===== src/rtl/axi_lite_cmd_arbiter.sv =====
// Round-robin arbiter sharing one AXI-lite master command port among
// NUM_REQ level-handshake requesters, with a hung-slave timeout.
module axi_lite_cmd_arbiter #(
    parameter int          NUM_REQ         = 4,
    parameter int          ADDR_WIDTH      = 32,
    parameter logic [31:0] DEFAULT_TIMEOUT = 32'd100000000
) (
    input  logic                          clk,
    input  logic                          w_rst,
    input  logic [NUM_REQ-1:0]            i_req_en,
    input  logic [NUM_REQ-1:0]            i_req_wr_rd,
    input  logic [NUM_REQ*ADDR_WIDTH-1:0] i_req_addr,
    input  logic [NUM_REQ*4-1:0]          i_req_byte_en,
    input  logic [NUM_REQ*32-1:0]         i_req_data,
    output logic [NUM_REQ-1:0]            o_req_ack,
    output logic [NUM_REQ-1:0]            o_req_error,
    output logic [31:0]                   o_req_data,
    output logic [NUM_REQ-1:0]            o_grant,
    output logic                          o_busy,
    output logic                          o_timeout,
    output logic                          o_m_cmd_en,
    output logic                          o_m_cmd_wr_rd,
    output logic [ADDR_WIDTH-1:0]         o_m_cmd_addr,
    output logic [3:0]                    o_m_cmd_byte_en,
    output logic [31:0]                   o_m_cmd_data,
    output logic [31:0]                   o_m_cmd_data_count,
    input  logic                          i_m_cmd_ack,
    input  logic                          i_m_cmd_error,
    input  logic [31:0]                   i_m_cmd_data,
    input  logic [31:0]                   i_m_cmd_status
);

    localparam int IDX_W = (NUM_REQ > 1) ? $clog2(NUM_REQ) : 1;

    typedef enum logic [1:0] {
        IDLE,
        ISSUE,
        RELEASE,
        RESPOND
    } state_t;

    state_t state;
    state_t state_next;

    logic [IDX_W-1:0]   ptr;
    logic [IDX_W-1:0]   owner;
    logic [IDX_W-1:0]   win_idx;
    logic [IDX_W:0]     cand;
    logic               win_found;
    logic [NUM_REQ-1:0] grant;
    logic [31:0]        tmo_cnt;
    logic               tmo_hit;
    logic               ack_ok;
    logic               abort;
    logic               grant_go;
    logic               cmd_en_q;
    logic               err_q;
    logic               m_busy;
    logic               unused_status;

    assign m_busy        = i_m_cmd_status[0];
    assign unused_status = ^i_m_cmd_status[31:1];

    assign o_m_cmd_data_count = 32'd1;
    assign o_busy      = (state != IDLE);
    assign o_grant     = grant;
    assign o_req_ack   = (state == RESPOND) ? grant : '0;
    assign o_req_error = (state == RESPOND && err_q) ? grant : '0;

    assign tmo_hit = (tmo_cnt == DEFAULT_TIMEOUT - 32'd1);

    // The master holds ack high after a completion, so only trust it once
    // cmd_en has been visible to the master for a full cycle.
    assign ack_ok = o_m_cmd_en && cmd_en_q && i_m_cmd_ack;

    always_comb begin
        win_found = 1'b0;
        win_idx   = '0;
        cand      = '0;
        for (int i = 1; i <= NUM_REQ; i++) begin
            cand = {1'b0, ptr} + (IDX_W+1)'(i);
            if (cand >= (IDX_W+1)'(NUM_REQ)) begin
                cand = cand - (IDX_W+1)'(NUM_REQ);
            end
            if (!win_found && i_req_en[cand[IDX_W-1:0]]) begin
                win_found = 1'b1;
                win_idx   = cand[IDX_W-1:0];
            end
        end
    end

    always_comb begin
        state_next = state;
        grant_go   = 1'b0;
        abort      = 1'b0;
        unique case (state)
            IDLE: begin
                if (win_found && !m_busy) begin
                    grant_go   = 1'b1;
                    state_next = ISSUE;
                end
            end
            ISSUE: begin
                if (ack_ok) begin
                    state_next = RELEASE;
                end else if (tmo_hit) begin
                    abort      = 1'b1;
                    state_next = RESPOND;
                end
            end
            RELEASE: begin
                if (!m_busy) begin
                    state_next = RESPOND;
                end else if (tmo_hit) begin
                    abort      = 1'b1;
                    state_next = RESPOND;
                end
            end
            RESPOND: begin
                if (!i_req_en[owner]) begin
                    state_next = IDLE;
                end
            end
            default: state_next = IDLE;
        endcase
    end

    always_ff @(posedge clk) begin
        if (w_rst) begin
            state           <= IDLE;
            ptr             <= IDX_W'(NUM_REQ - 1);
            owner           <= '0;
            grant           <= '0;
            tmo_cnt         <= '0;
            cmd_en_q        <= 1'b0;
            err_q           <= 1'b0;
            o_timeout       <= 1'b0;
            o_req_data      <= '0;
            o_m_cmd_en      <= 1'b0;
            o_m_cmd_wr_rd   <= 1'b0;
            o_m_cmd_addr    <= '0;
            o_m_cmd_byte_en <= '0;
            o_m_cmd_data    <= '0;
        end else begin
            state      <= state_next;
            o_timeout  <= abort;
            cmd_en_q   <= o_m_cmd_en;
            o_m_cmd_en <= (state == ISSUE) && (state_next == ISSUE);

            if ((state == ISSUE || state == RELEASE) && state_next == state) begin
                tmo_cnt <= tmo_cnt + 32'd1;
            end else begin
                tmo_cnt <= '0;
            end

            if (grant_go) begin
                ptr             <= win_idx;
                owner           <= win_idx;
                grant           <= NUM_REQ'(1) << win_idx;
                o_m_cmd_wr_rd   <= i_req_wr_rd[win_idx];
                o_m_cmd_addr    <= i_req_addr[win_idx*ADDR_WIDTH +: ADDR_WIDTH];
                o_m_cmd_byte_en <= i_req_byte_en[win_idx*4 +: 4];
                o_m_cmd_data    <= i_req_data[win_idx*32 +: 32];
            end

            if (state == ISSUE && ack_ok) begin
                o_req_data <= i_m_cmd_data;
                err_q      <= i_m_cmd_error;
            end

            if (abort) begin
                o_req_data <= '0;
                err_q      <= 1'b1;
            end

            if (state == RESPOND && state_next == IDLE) begin
                grant <= '0;
            end
        end
    end

endmodule

===== config.mk =====
export PLATFORM = sky130hd
export DESIGN_NAME = axi_lite_cmd_arbiter
export DESIGN_NICKNAME = d
export VERILOG_FILES = /design/src/rtl/axi_lite_cmd_arbiter.sv
export SDC_FILE = /design/constraint.sdc
export NUM_CORES = 1
export LEC_CHECK = 0
export CORE_AREA = 2 2 193 195
export CTS_BUF_LIST = sky130_fd_sc_hd__clkbuf_8
export DETAILED_ROUTE_END_ITERATION = 12
export DIE_AREA = 0 0 195 197
export GPL_ROUTABILITY_DRIVEN = 0
export GPL_TIMING_DRIVEN = 0
export PLACE_DENSITY = 0.56
export RECOVER_POWER = 100
export SLEW_MARGIN = 20
export SYNTH_ARGS = -nofsm -noshare
export SYNTH_HDL_FRONTEND = slang
export SYNTH_SLANG_ARGS = --single-unit

===== constraint.sdc =====
create_clock -name clk -period 2.95 [get_ports clk]
set_input_delay 0.59 -clock clk [delete_from_list [all_inputs] [get_ports clk]]
set_output_delay 0.59 -clock clk [all_outputs]
set_load 0.01 [all_outputs]

==> out/results.ini, run 1 <==
[clock_tree]
cts_tree = done
post_cts_buffers = 0
clk_pin_slew_worst_paths_ps = 90
clock_sinks = 147
cts_made_buffers = 17
htree_levels = 4
clockBufferDepth = 2
clk_latency_ps = 480
cts_root_buf = clkbuf_8

[sta]
setup_viol = 0
tightestPinTransition_ps = 1080
maxSlewViolCount = 0
min_period_ps = 2840
slew_headroom_pct = 27.7
max_freq_mhz = 353
rsz0062_at_grt = no
clock_skew_ps = 14.2
finalHoldViolations = 0
finalCritPeriodShare_pct = 96.1

[routing]
viasPerCell = 4.85
drt_iter0_drc = 510
post_drt_wl_per_cell_um = 20.0
firstDrtPassIters = 4
wirelength_um = 39500
drc_errors = 0
postRouteAntennaNets = 0
num_vias = 9573

[global_route]
grt_remaining_overflow = 0
grt_pass1_vias = 9541
grt_max_degree = 17
grt_pass1_wl_um = 58100
track_usage_pct = 19.9
antenna_found_initial = 2

[die]
dieArea_sq_um = 38400
core_sq_um = 36300
initial_core_util_pct = 22.6
die_h_um = 197
rows = 70
die_w_um = 195
boundaryPins = 496

[critical_path]
critPathSlowestCell = clkdlybuf4s50_1
startpoint_type = input port
crit_chain = clkdlybuf4s50_1, nor2_1, or3b_2, clkbuf_1, buf_4, clkbuf_1, and3_1, a211oi_1, o31ai_1
worstPathRequired_ps = 3310
cp_max_fo = 10
crit_top_cell = clkbuf_1
crit_type = input port to register
cpLargestDelayFamily = buffers and inverters
cp-end-kind = register
critical_path.max_stage_delay_ps = 650
arrival_ps = 3190
path_buf_inv = 4

[logic_synthesis]
yosysMostFrequentCell = and3_1
postSynth.asyncResetShare_pct = 0
synth_largest_area_cell = dfxtp_1
synth_top_area_share_pct = 35.9
syn_area_per_cell_sq_um = 8.07
synth_edf_count = 0
postSynthCellCount = 1014
syn_area_sq_um = 8190
synth_seq_cells = 147
ys_warn_count = 0
synth.area.top_cells = dfxtp_1 (36%), a211oi_1 (13%), and3_1 (11%), o31ai_1 (6.4%), nand3_1 (5.1%)
synth_cell_type_count = 53
synth_common_cells = and3_1 (148), dfxtp_1 (147), a211oi_1 (144)
synthFlopType = dfxtp_1
seq_area_frac_synth_pct = 35.9

[cells_and_area]
nets = 1848
drive_gt1_share_pct = 6.64
fin_util_pct = 37.5
final.fill_count = 3821
syn_to_final_growth_pct = 66.3

[power]
vdd_ir_drop_max_uv = 284
switching_share_pct = 39.4
combPwrFrac_pct = 44.5
clkPwrFrac_pct = 22.4
power.total_mw = 7.34
p_switching_mw = 2.90
seqPwrFrac_pct = 33.1
power.internal_mw = 4.45
p_leak_nw = 5.43
powerDensity_nw_per_um2 = 540

[place]
io_buffers = 432
hpwlAfterDp_um = 31300

[worst_hold_path]
holdCritPathClass = register to register

[outcome]
status = complete, no violations

[job]
maxCapViolations = 0

final timing paths:
kind                                    start              end  slack (ps)  cells after the start
worst max-delay path              i_req_en[1]  o_m_cmd_data[6]         110                      9
worst min-delay path            o_req_data[8]    o_req_data[8]         450                      2
worst max register to register       state[1]      tmo_cnt[19]         260                     10
worst min register to register  o_req_data[8]    o_req_data[8]         450                      2
routing by layer:
layer	track usage (%)	vias to the layer above	wire length (um)	part of all wire (%)
li1	-	4699	-	-
met4	6.22	2	991	2.5
met3	6.19	51	2840	7.2
met5	0	-	16	0.041
met2	35.2	366	19700	50
met1	23.0	4455	15900	40
repair_timing:
action                     4_1_cts  5_1_grt
gates cloned                     0        0
gates resized for setup          5        9
hold buffers                     0        0
setup endpoints to repair       64       76
hold endpoints to repair         0        0
worst reg2reg max path, cell delays in order (launching register included):
cell,delay [ps]
dfxtp_1,510
inv_1,140
ha_1,200
clkbuf_1,200
and4_1,250
clkbuf_1,230
o21a_1,240
a211oi_2,340
o211ai_4,150
clkbuf_2,230
nor2_1,130
cells in the final DEF (no fill, tap or decap), drive strengths merged, types with 3 or more instances in the layout:
master / instances
a211oi: 144
a21oi: 38
a22oi: 5
and2: 7
and3: 148
and4: 6
buf: 43
clkbuf: 106
clkdlybuf4s50: 321
clkinv: 4
clkinvlp: 4
conb: 32
dfxtp: 147
dlygate4sd3: 109
ha: 6
inv: 13
nand2: 81
nand2b: 3
nand3: 84
nand4: 13
nor2: 43
nor2b: 4
nor3: 4
nor4: 6
o21ai: 5
o31ai: 70
xnor2: 8
xor2: 22
kinds of logic after synthesis:
logic type | Yosys count | synth area share, %
and+or+nand+nor | 407 | 26.5
other | 2 | 0.0917
buffers and inverters | 142 | 8.53
xor gates and xnor gates | 30 | 3.21
muxes | 1 | 0.275
adders and majority gates | 6 | 0.917
DFF | 147 | 35.9
AOI/OAI and AO/OA | 279 | 24.6
sequential cells by signal (all words and copies together), names as in the netlist, 2 cells and up:
register and cells:
ptr 2, o_m_cmd_byte_en 4, o_grant 4, tmo_cnt 32, o_req_data 32, state 2
owner 2, o_m_cmd_addr 32, o_m_cmd_data 32
power by group through the flow:
stage	clock network [mW]	logic, mW	registers (mW)
floorplan	0	1.56	2.57
global placement	0	3.36	2.48
detailed placement	0	3.39	2.49
CTS	1.70	3.40	2.44
global route	1.78	3.53	2.47
finish	1.64	3.27	2.43
through the flow:
step                cells  setup TNS (ps)  setup WS, ps  area, sq um  hold WS (ps)
finish               1975               0           115        13600           453
global route         1974               0          18.3        13600           467
CTS                  1975               0          16.5        13600           459
detailed placement   1945          -44000          -738        13200           447
global placement     1944          -81810         -1210        13200           423
floorplan            1044               0           693         8300           418
layout make-up:
| class | instances | area (sq um) | area share, % |
|---|---|---|---|
| Antenna cell | 1 | 2.50 | 0.0184 |
| Buffer | 130 | 644 | 4.73 |
| Clock buffer | 18 | 248 | 1.82 |
| Clock inverter | 13 | 135 | 0.993 |
| Inverter | 10 | 37.5 | 0.276 |
| Multi-Input combinational cell | 755 | 4680 | 34.4 |
| Sequential cell | 147 | 2940 | 21.6 |
| Tap cell | 468 | 586 | 4.30 |
| Timing Repair Buffer | 433 | 4340 | 31.9 |
(Power assumes the default switching activity.)
==> run 2: changes to the inputs <==
==> constraint.sdc (replaced) <==
create_clock -name clk -period 3.1 [get_ports clk]
set_input_delay 0.62 -clock clk [delete_from_list [all_inputs] [get_ports clk]]
set_output_delay 0.62 -clock clk [all_outputs]
set_load 0.01 [all_outputs]
==> out/results.ini, run 2 (synthesis gave the netlist of run 1 again) <==
[routing]
num_vias = 9570
drc_errors = 0
postRouteAntennaNets = 0
wirelength_um = 39500
post_drt_wl_per_cell_um = 20.0
drt_iter0_drc = 488
viasPerCell = 4.84
firstDrtPassIters = 5

[critical_path]
cp_max_fo = 10
crit_top_cell = clkbuf_1
arrival_ps = 3390
path_buf_inv = 4
crit_type = input port to register
cpLargestDelayFamily = buffers and inverters
r2r_setup_slack_ps = 300
critPathSlowestCell = clkdlybuf4s50_1
worst-path-stages = 9
r2r_start = state[1]
ff2ff_path_depth = 10
worstPathRequired_ps = 3450
r2r-end = tmo_cnt[19]
startpoint_type = input port
cp-end-kind = register
critical_path.max_stage_delay_ps = 560
crit_chain = clkdlybuf4s50_1, nor2b_1, or3b_2, clkbuf_1, buf_2, clkbuf_1, and3_1, a211oi_1, o31ai_1

[cells_and_area]
final_cell_mix = clkdlybuf4s50_1 (322), and3_1 (148), dfxtp_1 (147)
syn_to_final_growth_pct = 66.2
final.fill_count = 3822
nets = 1849
drive_gt1_share_pct = 6.37
seqCellArea_sq_um = 2940
layout_commonest_cell = clkdlybuf4s50_1
multi_input_area_sq_um = 4660
fin_util_pct = 37.5

[clock_tree]
htree_levels = 4
clk_pin_slew_worst_paths_ps = 90
clockBufferDepth = 2
post_cts_buffers = 0
hold_buffers = 0
clock_sinks = 147
cts_root_buf = clkbuf_8
clk_latency_ps = 480
cts_made_buffers = 17
cts_tree = done

[sta]
max_freq_mhz = 330
setup_ws_ps = 67.7
maxSlewViolCount = 0
min_period_ps = 3030
slew_headroom_pct = 25.5
rsz0062_at_grt = no
tightestPinTransition_ps = 1110
setup_viol = 0
clock_skew_ps = 13.3
finalCritPeriodShare_pct = 97.8
finalHoldViolations = 0

[global_route]
grt.met1_usage_pct = 23.0
grt_use_met2_pct = 35.2
antenna_found_initial = 2
grt_max_degree = 17
grt.busiest_layer = met2
grt_pass1_wl_um = 58100
grt_remaining_overflow = 0
grt_pass1_vias = 9541
grtUsageMet3_pct = 6.19
track_usage_pct = 19.9

[power]
vdd_ir_drop_max_uv = 273
powerDensity_nw_per_um2 = 514
power.total_mw = 6.99
p_leak_nw = 5.39

[worst_hold_path]
hold_end = o_req_data[8]
whs_path_depth = 2
hp-start = o_req_data[8]
holdCritPathClass = register to register

[place]
hpwlAfterDp_um = 31300
io_buffers = 432
place_ws_ps = -618

[job]
maxCapViolations = 0

[die]
core_sq_um = 36300
die_w_um = 195
boundaryPins = 496
dieArea_sq_um = 38400
rows = 70
initial_core_util_pct = 22.6
die_h_um = 197

[outcome]
status = complete, no violations

[run 2: changes by cell type in the layout (fill, tap and decap cells not counted)]
cell and change:
dlymetal6s2s_1 -2, a211oi_1 +1, buf_4 -1, dlygate4sd3_1 +1
o211ai_1 +1, o211ai_4 -1, clkbuf_2 -9, a211oi_2 -1
clkdlybuf4s50_1 +1, buf_2 +6, clkbuf_1 +3, buf_6 +3
clkbuf_4 -1
[run 2: area by class of cell]
class                           instances  area share, %
Antenna cell                            1         0.0184
Sequential cell                       147           21.6
Clock inverter                         13          0.993
Buffer                                131           4.85
Multi-Input combinational cell        755           34.2
Tap cell                              468           4.30
Timing Repair Buffer                  433           31.9
Inverter                               10          0.276
Clock buffer                           18           1.82
[run 2: worst max path at each step]
stage | startpoint | end | slack (ps)
after floorplan | state[1] | tmo_cnt[9] | 840
after global placement | i_req_en[3] | o_m_cmd_data[12] | -1090
after detailed placement | i_req_en[0] | o_m_cmd_addr[28] | -620
after CTS | i_req_en[1] | o_m_cmd_data[16] | 30
after global routing | i_req_en[3] | o_m_cmd_addr[30] | 5
final | i_req_en[3] | o_m_cmd_data[6] | 70
[run 2: routing by layer]
layer,vias up,part of all wire (%)
met4,2,2.5
met3,55,7.2
met1,4456,40
li1,4701,-
met5,-,0.041
met2,356,50
[run 2: metrics by stage]
| stage | instances | hold slack, ps | cell area (sq um) | TNS [ps] |
|---|---|---|---|---|
| 6_report | 1976 | 453 | 13600 | 0 |
| 5_1_grt | 1975 | 467 | 13600 | 0 |
| 4_1_cts | 1975 | 459 | 13600 | 0 |
| 3_5_place_dp | 1945 | 447 | 13200 | -34820 |
| 3_3_place_gp | 1944 | 423 | 13200 | -72570 |
| 2_1_floorplan | 1044 | 418 | 8300 | 0 |
[run 2: tightest hold or removal path, delay by kind of cell (launching register included)]
| kind | cells | cell delay (ps) |
|---|---|---|
| compound gates | 1 | 50 |
| flops | 1 | 310 |
| simple gates | 1 | 50 |
[run 2: power breakdown]
group	switching, mW	leakage (nW)	internal, mW
logic	1.75	4.00	1.36
registers	0.159	1.20	2.15
clock network	0.837	0.189	0.729
total	2.75	5.39	4.24
[run 2: timing repair]
item                       CTS  global route
hold endpoints to repair     0             0
setup endpoints to repair   21            62
resized for setup            2            11
